===== config.mk =====
export PLATFORM = sky130hd
export DESIGN_NAME = uart_byte_tx
export DESIGN_NICKNAME = d
export VERILOG_FILES = /design/src/rtl/uart_pkg.sv /design/src/rtl/uart_bit_timer.sv /design/src/rtl/uart_byte_tx.sv
export SDC_FILE = /design/constraint.sdc
export NUM_CORES = 1
export LEC_CHECK = 0
export ABC_AREA = 1
export ABC_CLOCK_PERIOD_IN_PS = 3100
export CAP_MARGIN = 10
export CORE_MARGIN = 4
export CORE_UTILIZATION = 55
export CTS_CLUSTER_DIAMETER = 150
export DETAILED_ROUTE_END_ITERATION = 10
export PLACE_DENSITY = 0.8
export SLEW_MARGIN = 25
export SYNTH_ARGS = -nofsm -noshare
export SYNTH_HDL_FRONTEND = slang
export SYNTH_SLANG_ARGS = --single-unit

===== constraint.sdc =====
create_clock -name clk -period 3.1 [get_ports clk]
set_input_delay 0.62 -clock clk [delete_from_list [all_inputs] [get_ports clk]]
set_output_delay 0.62 -clock clk [all_outputs]
set_load 0.05 [all_outputs]

===== src/rtl/uart_pkg.sv =====
// uart_pkg: shared UART state encoding and constants for the transmit and receive paths.
package uart_pkg;

    localparam int UART_DATA_BITS            = 8;
    localparam int UART_DEFAULT_CLKS_PER_BIT = 5208;

    typedef enum logic [2:0] {
        IDLE,
        START,
        DATA,
        PARITY,
        STOP
    } uart_state_t;

endpackage


===== src/rtl/uart_bit_timer.sv =====
// uart_bit_timer: counts 0..CLKS_PER_BIT-1 and flags the terminal count; restarts on clr.
module uart_bit_timer
    import uart_pkg::*;
#(
    parameter int CLKS_PER_BIT = UART_DEFAULT_CLKS_PER_BIT
) (
    input  logic clk,
    input  logic res,
    input  logic clr,
    output logic bit_end
);

    localparam int W = $clog2(CLKS_PER_BIT);

    logic [W-1:0] cnt_q, cnt_d;

    always_comb begin
        bit_end = cnt_q == W'(CLKS_PER_BIT - 1);
        cnt_d   = (clr || bit_end) ? '0 : cnt_q + 1'b1;
    end

    always_ff @(posedge clk) begin
        if (res) cnt_q <= '0;
        else     cnt_q <= cnt_d;
    end

endmodule


===== src/rtl/uart_byte_tx.sv =====
// uart_byte_tx: valid/ready byte in, 8N1 LSB-first serial out on a registered idle-high line.
// Define UART_TX_PARITY_EN to add an even-parity bit after the data bits.
module uart_byte_tx
    import uart_pkg::*;
#(
    parameter int CLKS_PER_BIT = UART_DEFAULT_CLKS_PER_BIT,
    parameter int STOP_BITS    = 1
) (
    input  logic       clk,
    input  logic       res,
    input  logic [7:0] tx_data,
    input  logic       tx_valid,
    output logic       tx_ready,
    output logic       uart_txd,
    output logic       tx_busy,
    output logic       tx_done
);

    localparam logic [2:0] LAST_BIT  = 3'(UART_DATA_BITS - 1);
    localparam logic [2:0] LAST_STOP = 3'(STOP_BITS - 1);

    uart_state_t state_q, state_d;
    logic [7:0]  shift_q, shift_d;
    logic [2:0]  idx_q, idx_d;
    logic        txd_q, txd_d;
    logic        accept, bit_end;
`ifdef UART_TX_PARITY_EN
    logic        par_q;
`endif

    uart_bit_timer #(.CLKS_PER_BIT(CLKS_PER_BIT)) u_timer (
        .clk     (clk),
        .res     (res),
        .clr     (accept),
        .bit_end (bit_end)
    );

    assign tx_ready = state_q == IDLE;
    assign tx_busy  = state_q != IDLE;
    assign uart_txd = txd_q;

    always_comb begin
        accept  = tx_valid && tx_ready;
        state_d = state_q;
        shift_d = shift_q;
        idx_d   = idx_q;
        tx_done = 1'b0;
        case (state_q)
            IDLE: if (accept) begin
                state_d = START;
                shift_d = tx_data;
                idx_d   = '0;
            end
            START: if (bit_end) state_d = DATA;
            DATA: if (bit_end) begin
                shift_d = shift_q >> 1;
                idx_d   = idx_q + 3'd1;
                if (idx_q == LAST_BIT) begin
`ifdef UART_TX_PARITY_EN
                    state_d = PARITY;
`else
                    state_d = STOP;
`endif
                end
            end
`ifdef UART_TX_PARITY_EN
            PARITY: if (bit_end) state_d = STOP;
`endif
            // idx_q wrapped to 0 leaving DATA, so it now counts stop bits
            STOP: if (bit_end) begin
                idx_d = idx_q + 3'd1;
                if (idx_q == LAST_STOP) begin
                    idx_d   = '0;
                    state_d = IDLE;
                    tx_done = !res;
                end
            end
            default: state_d = IDLE;
        endcase
        // line is registered, so it follows the state being entered
`ifdef UART_TX_PARITY_EN
        txd_d = state_d == START  ? 1'b0 :
                state_d == DATA   ? shift_d[0] :
                state_d == PARITY ? par_q : 1'b1;
`else
        txd_d = state_d == START ? 1'b0 :
                state_d == DATA  ? shift_d[0] : 1'b1;
`endif
    end

    always_ff @(posedge clk) begin
        if (res) begin
            state_q <= IDLE;
            shift_q <= '0;
            idx_q   <= '0;
            txd_q   <= 1'b1;
        end else begin
            state_q <= state_d;
            shift_q <= shift_d;
            idx_q   <= idx_d;
            txd_q   <= txd_d;
        end
    end

`ifdef UART_TX_PARITY_EN
    always_ff @(posedge clk) begin
        if (res)         par_q <= 1'b0;
        else if (accept) par_q <= ^tx_data;
    end
`endif

endmodule


* After elaboration in Yosys (flattened, before gate mapping) *
Cells that the tools add are included.

storage, ports and cells
  bits in registers = 28
  input bits = 11
  output and inout bits = 4

operators by class
  $add $sub $neg = 2
  equal/unequal tests = 10
  muxes and demuxes = 20
  reduce and logical (&&, ||, !) cells = 11

operator list
  cell                                                             count
  3-bit two-way mux                                                10
  8-bit two-way mux                                                2
  8-bit one-hot mux with 2 select lines                            1
  13-bit by 1-bit adder with 13-bit output, second input constant  1
  13-bit == test, second input constant                            1
  3-bit one-hot mux with 4 select lines                            1
  3-bit one-hot mux with 3 select lines                            1
  3-bit by 1-bit == test with 1-bit output, second input constant  2
  3-bit by 2-bit == test with 1-bit output, second input constant  2
  3-bit == test, second input constant                             2
  3-bit logical NOT                                                2
  3-bit nonzero test                                               2
  1-bit two-way mux                                                5
  2-bit != test, second input constant                             2
  4-bit AND reduction                                              1
  3-bit by 1-bit adder with 3-bit output, second input constant    1
  3-bit AND reduction                                              1
  2-bit by 1-bit != test with 1-bit output, second input constant  1
  2-bit nonzero test                                               1
  2-bit OR reduction                                               1
  1-bit logical AND                                                1
  1-bit logical NOT                                                1
  1-bit logical OR                                                 1

* Logic depth before layout (Yosys ltp) *
  depth after elaboration = 7
  gate-level depth with buffers = 11
  depth with buffers taken out = 11

* Modules after synthesis *
From an unflattened synthesis, not the netlist that was laid out.

second synthesis, totals
  cells, all modules = 217
  area, all modules = 1507.7 um2

by module, submodules not included
  module          instances  cells an instance  area an instance (um2)  sequential area each (um2)
  uart_byte_tx    1          124                820.8                   300.3
  uart_bit_timer  1          93                 686.9                   260.2

* Least setup slack after synthesis *
No wires, ideal clock.

  path kind = register to output
  start point = register u_timer.cnt_q[0]
  end point = output tx_done
  data arrival time = 2048 ps
  setup slack = 432 ps
  cell stages (with the launch flop) = 8
  path buffers = 0
  cell sequence = dfxtp_1 ha_1 nand2_1 nor2_2 nand3_2 clkinv_2 nand2_1 nor3_1

between the ends
  longest elaborated chain between the ends = 3

RTL lines
  item                    RTL line              source
  from (decl)             uart_bit_timer.sv:15  logic [W-1:0] cnt_q, cnt_d;
  from (signal assigned)  uart_bit_timer.sv:24  else cnt_q <= cnt_d;
  13-bit == test          uart_bit_timer.sv:18  bit_end = cnt_q == W'(CLKS_PER_BIT - 1);
  1-bit two-way mux       uart_byte_tx.sv:70    STOP: if (bit_end) begin
  1-bit two-way mux       uart_byte_tx.sv:48    case (state_q)
  to (decl)               uart_byte_tx.sv:16    output logic tx_done

No other way between the ends.

* Final worst setup path *
Same ends and word-level chain as after synthesis.

==> metrics.md <==
| Metric | Value |
|---|---|
| Number of port buffers | 14 |
| First-pass GRT wire length | 4860 µm |
| Seq/Total Area, Yosys | roughly two fifths |
| CTS tree | built |
| Vias | ~1300 |
| Crit Path Class | register to output pin |
| Pre-Repair DR Iteration Count | 4 |
| Slew Viols, Final | 0 |
| Max-cap viol count | 0 |
| I/O pin count | 15 |
| Core box area | ~2500 µm² |
| Dpl cells | 240 |
| DRC viols | 0 |
| Nets | 230 |
| Setup WS pre-CTS | just under 0.9 ns |
| Worst Path Arrival | roughly 2.0 ns |
| Antenna viol nets, final | 0 |
| Drt wl/cell | roughly 11 µm |
| Clk slew on worst S/H paths | about 0.14 ns |
| CP startpoint kind | register |
| H-tree lvl count | 1 |
| Hold Buf Count CTS | 0 |
| Power density over cell area | 436 nW/µm² |
| Synth warn | 0 |
| CP endpoint kind | output pin |
| Outcome | complete, no violations |
| Grt ovf | 0 |
| DP HPWL | between 2000 and 2500 µm |
| Synth Net Count | 214 |
| CTS buffer count | 3 |
| Area of the multi-input gates | around 740 µm² |
| Reg2reg setup slack | approximately 1.4 ns |
| GP Congestion | about 0.84 |
| Final Cycle Share | a little over four fifths |
| Final Non-Filler Cells | approximately 240 |
| Worst path required time | approximately 2.5 ns |
| Chip height | 58.9 µm |
| Setup TNS Final | 0 ns |
| Final clock skew | roughly 0.0054 ns |
| # Post-CTS Setup Buffers | 0 |
| Final worst slack | approximately 0.49 ns |
| Yosys cell types | 30 |
| Final setup fails | 0 |
| Drt total wl | between 2000 and 3000 µm |
| Lkg Pwr | around 0.66 nW |
| Antenna diodes | 0 |
| Max clock buf depth | 2 |
| Share of layout cells above drive strength 1 | between 10% and 20% |
| Row count | 18 |
| Rel. slew slack | 65.3% |
| Mapped Cells | a little under 200 |
| Initial drt markers | 45 |
| Largest net degree at the start of global routing | 17 |
| RSZ-0062 raised after global routing | no |
| Root Buffer | clkbuf_4 |
| Post-cts repair resize count | 0 |
| Clk sinks | 28 |
| Minimum clock period | ~2.6 ns |
| Measured slew at the worst slew-check pin | around 0.52 ns |
| Fmax | 383 MHz |
| FF+latch area | between 500 and 600 µm² |
| Syn avg cell area | slightly above 7 µm² |
| Die W | approximately 59 µm |
| Fill count | roughly 220 |
| Die area | 3460 µm² |
| Initial antenna violation count | 0 |
| Effective utilization at floorplan | between 50% and 60% |
| Worst IR drop on VDD | 0.537 mV |
| Vias in the first global route | about 1200 |
| Area delta synth->final | 15.6% |
| Crit path max fanout | 10 |
| Tot GR Track Use | 18.0% |
| Synthesis-stage register bit count | 28 |
| Drt via density | 5.27 |
| Clk Latency, worst-skew pair | between 0.3 and 0.4 ns |
| Synth Cell Area | 1420 µm² |
| Worst hold path type | register to register |
| Final Hold Fails | 0 |
[critical path, stage by stage, from the launching register on]
cell	delay, ns
dfxtp_1	0.39
ha_1	0.18
nand2_1	0.10
nor2_2	0.14
nand3_2	0.14
clkinv_2	0.16
nand2_1	0.09
nor3_1	0.28
buf_12	0.18
[placed cells by master, fill, tap and decap left out]
master	netlist	layout
nor2_2	3	3
clkbuf_4	0	3
inv_1	20	20
nand3_1	17	17
clkdlybuf4s50_1	0	13
nand2_1	52	52
nor3b_1	1	1
nand4_1	1	1
clkinv_2	1	1
or2_2	2	2
nand2_4	1	1
nor3_1	3	3
nand3b_1	2	2
a31oi_1	6	6
nor3_2	2	2
buf_12	0	1
nor2_1	22	22
nor3b_2	1	1
buf_4	1	1
nor2_4	2	2
xor2_1	3	3
bufinv_16	0	1
ha_1	4	4
dfxtp_1	28	28
inv_2	4	4
o21a_1	2	2
o21ai_0	1	1
nand3_2	2	2
a21oi_1	10	10
nand2_2	4	4
o21bai_1	1	1
[Yosys cell counts (all sizes together)]
master / count / share of area (%)
or2: 2 / 0.88
clkbuf: 1 / 0.26
nand3: 19 / 7.4
nor3b: 2 / 1.4
a21oi: 10 / 3.5
clkinv: 1 / 0.35
nand4: 1 / 0.44
nor3: 5 / 2.5
o21ai: 1 / 0.35
nand3b: 2 / 1.1
nand2: 57 / 16
dfxtp: 28 / 39
xor2: 3 / 1.8
a31oi: 6 / 2.6
o21a: 2 / 1.1
o21bai: 1 / 0.53
ha: 4 / 3.5
nor2: 27 / 8.7
buf: 3 / 1.6
inv: 24 / 6.3
[state kept, by name (all words and copies together), names as in the netlist]
signal         count
idx_q              3
u_timer.cnt_q     13
shift_q            8
uart_txd           1
state_q            3
[worst paths after layout]
check / cells after the start / end / start
worst max-delay path: 8 / tx_done / u_timer.cnt_q[0]
worst min-delay path: 1 / u_timer.cnt_q[0] / u_timer.cnt_q[0]
worst max register to register: 7 / u_timer.cnt_q[11] / u_timer.cnt_q[0]
worst min register to register: 1 / u_timer.cnt_q[0] / u_timer.cnt_q[0]
[layer usage]
layer	vias up	share of wire, %	GRT usage [%]
li1	662	-	-
met1	575	45	23.6
met2	44	46	28.2
met3	6	7.4	5.04
met4	0	1.8	6.15
met5	-	0	0
[final cells by class]
| class | instances | share of cell area [%] |
|---|---|---|
| multi-input cells | 142 | 45.1 |
| repair buffers | 15 | 9.59 |
| clock buffers | 3 | 1.37 |
| inverters | 25 | 5.78 |
| flip-flops and latches | 28 | 34.1 |
| well taps | 30 | 2.28 |
| clock inverters | 1 | 1.83 |
[power breakdown]
group          internal, mW  switching (mW)  total, mW
Clock                 0.131           0.106      0.237
Combinational        0.0392          0.0580     0.0972
Sequential            0.374         0.00847      0.383
[stage by stage]
step | utilization, % | power [mW] | area (µm²) | hold WS (ns)
2_1_floorplan | - | 0.458 | 1420 | 0.418
3_3_place_gp | 64.2 | 0.482 | 1590 | 0.431
3_5_place_dp | 64.2 | 0.488 | 1590 | 0.451
4_1_cts | 66.4 | 0.723 | 1640 | 0.478
5_1_grt | 66.4 | 0.751 | 1640 | 0.527
6_report | 66.4 | 0.717 | 1640 | 0.471
[kinds of logic after synthesis]
logic type / share of synthesized area [%]
and+or+nand+nor: 38.6
buffers and inverters: 8.53
DFF: 39.4
AOI/OAI and AO/OA: 8.09
adders and majority gates: 3.52
xor gates and xnor gates: 1.85
No activity file was read; power rests on OpenSTA's default activity.
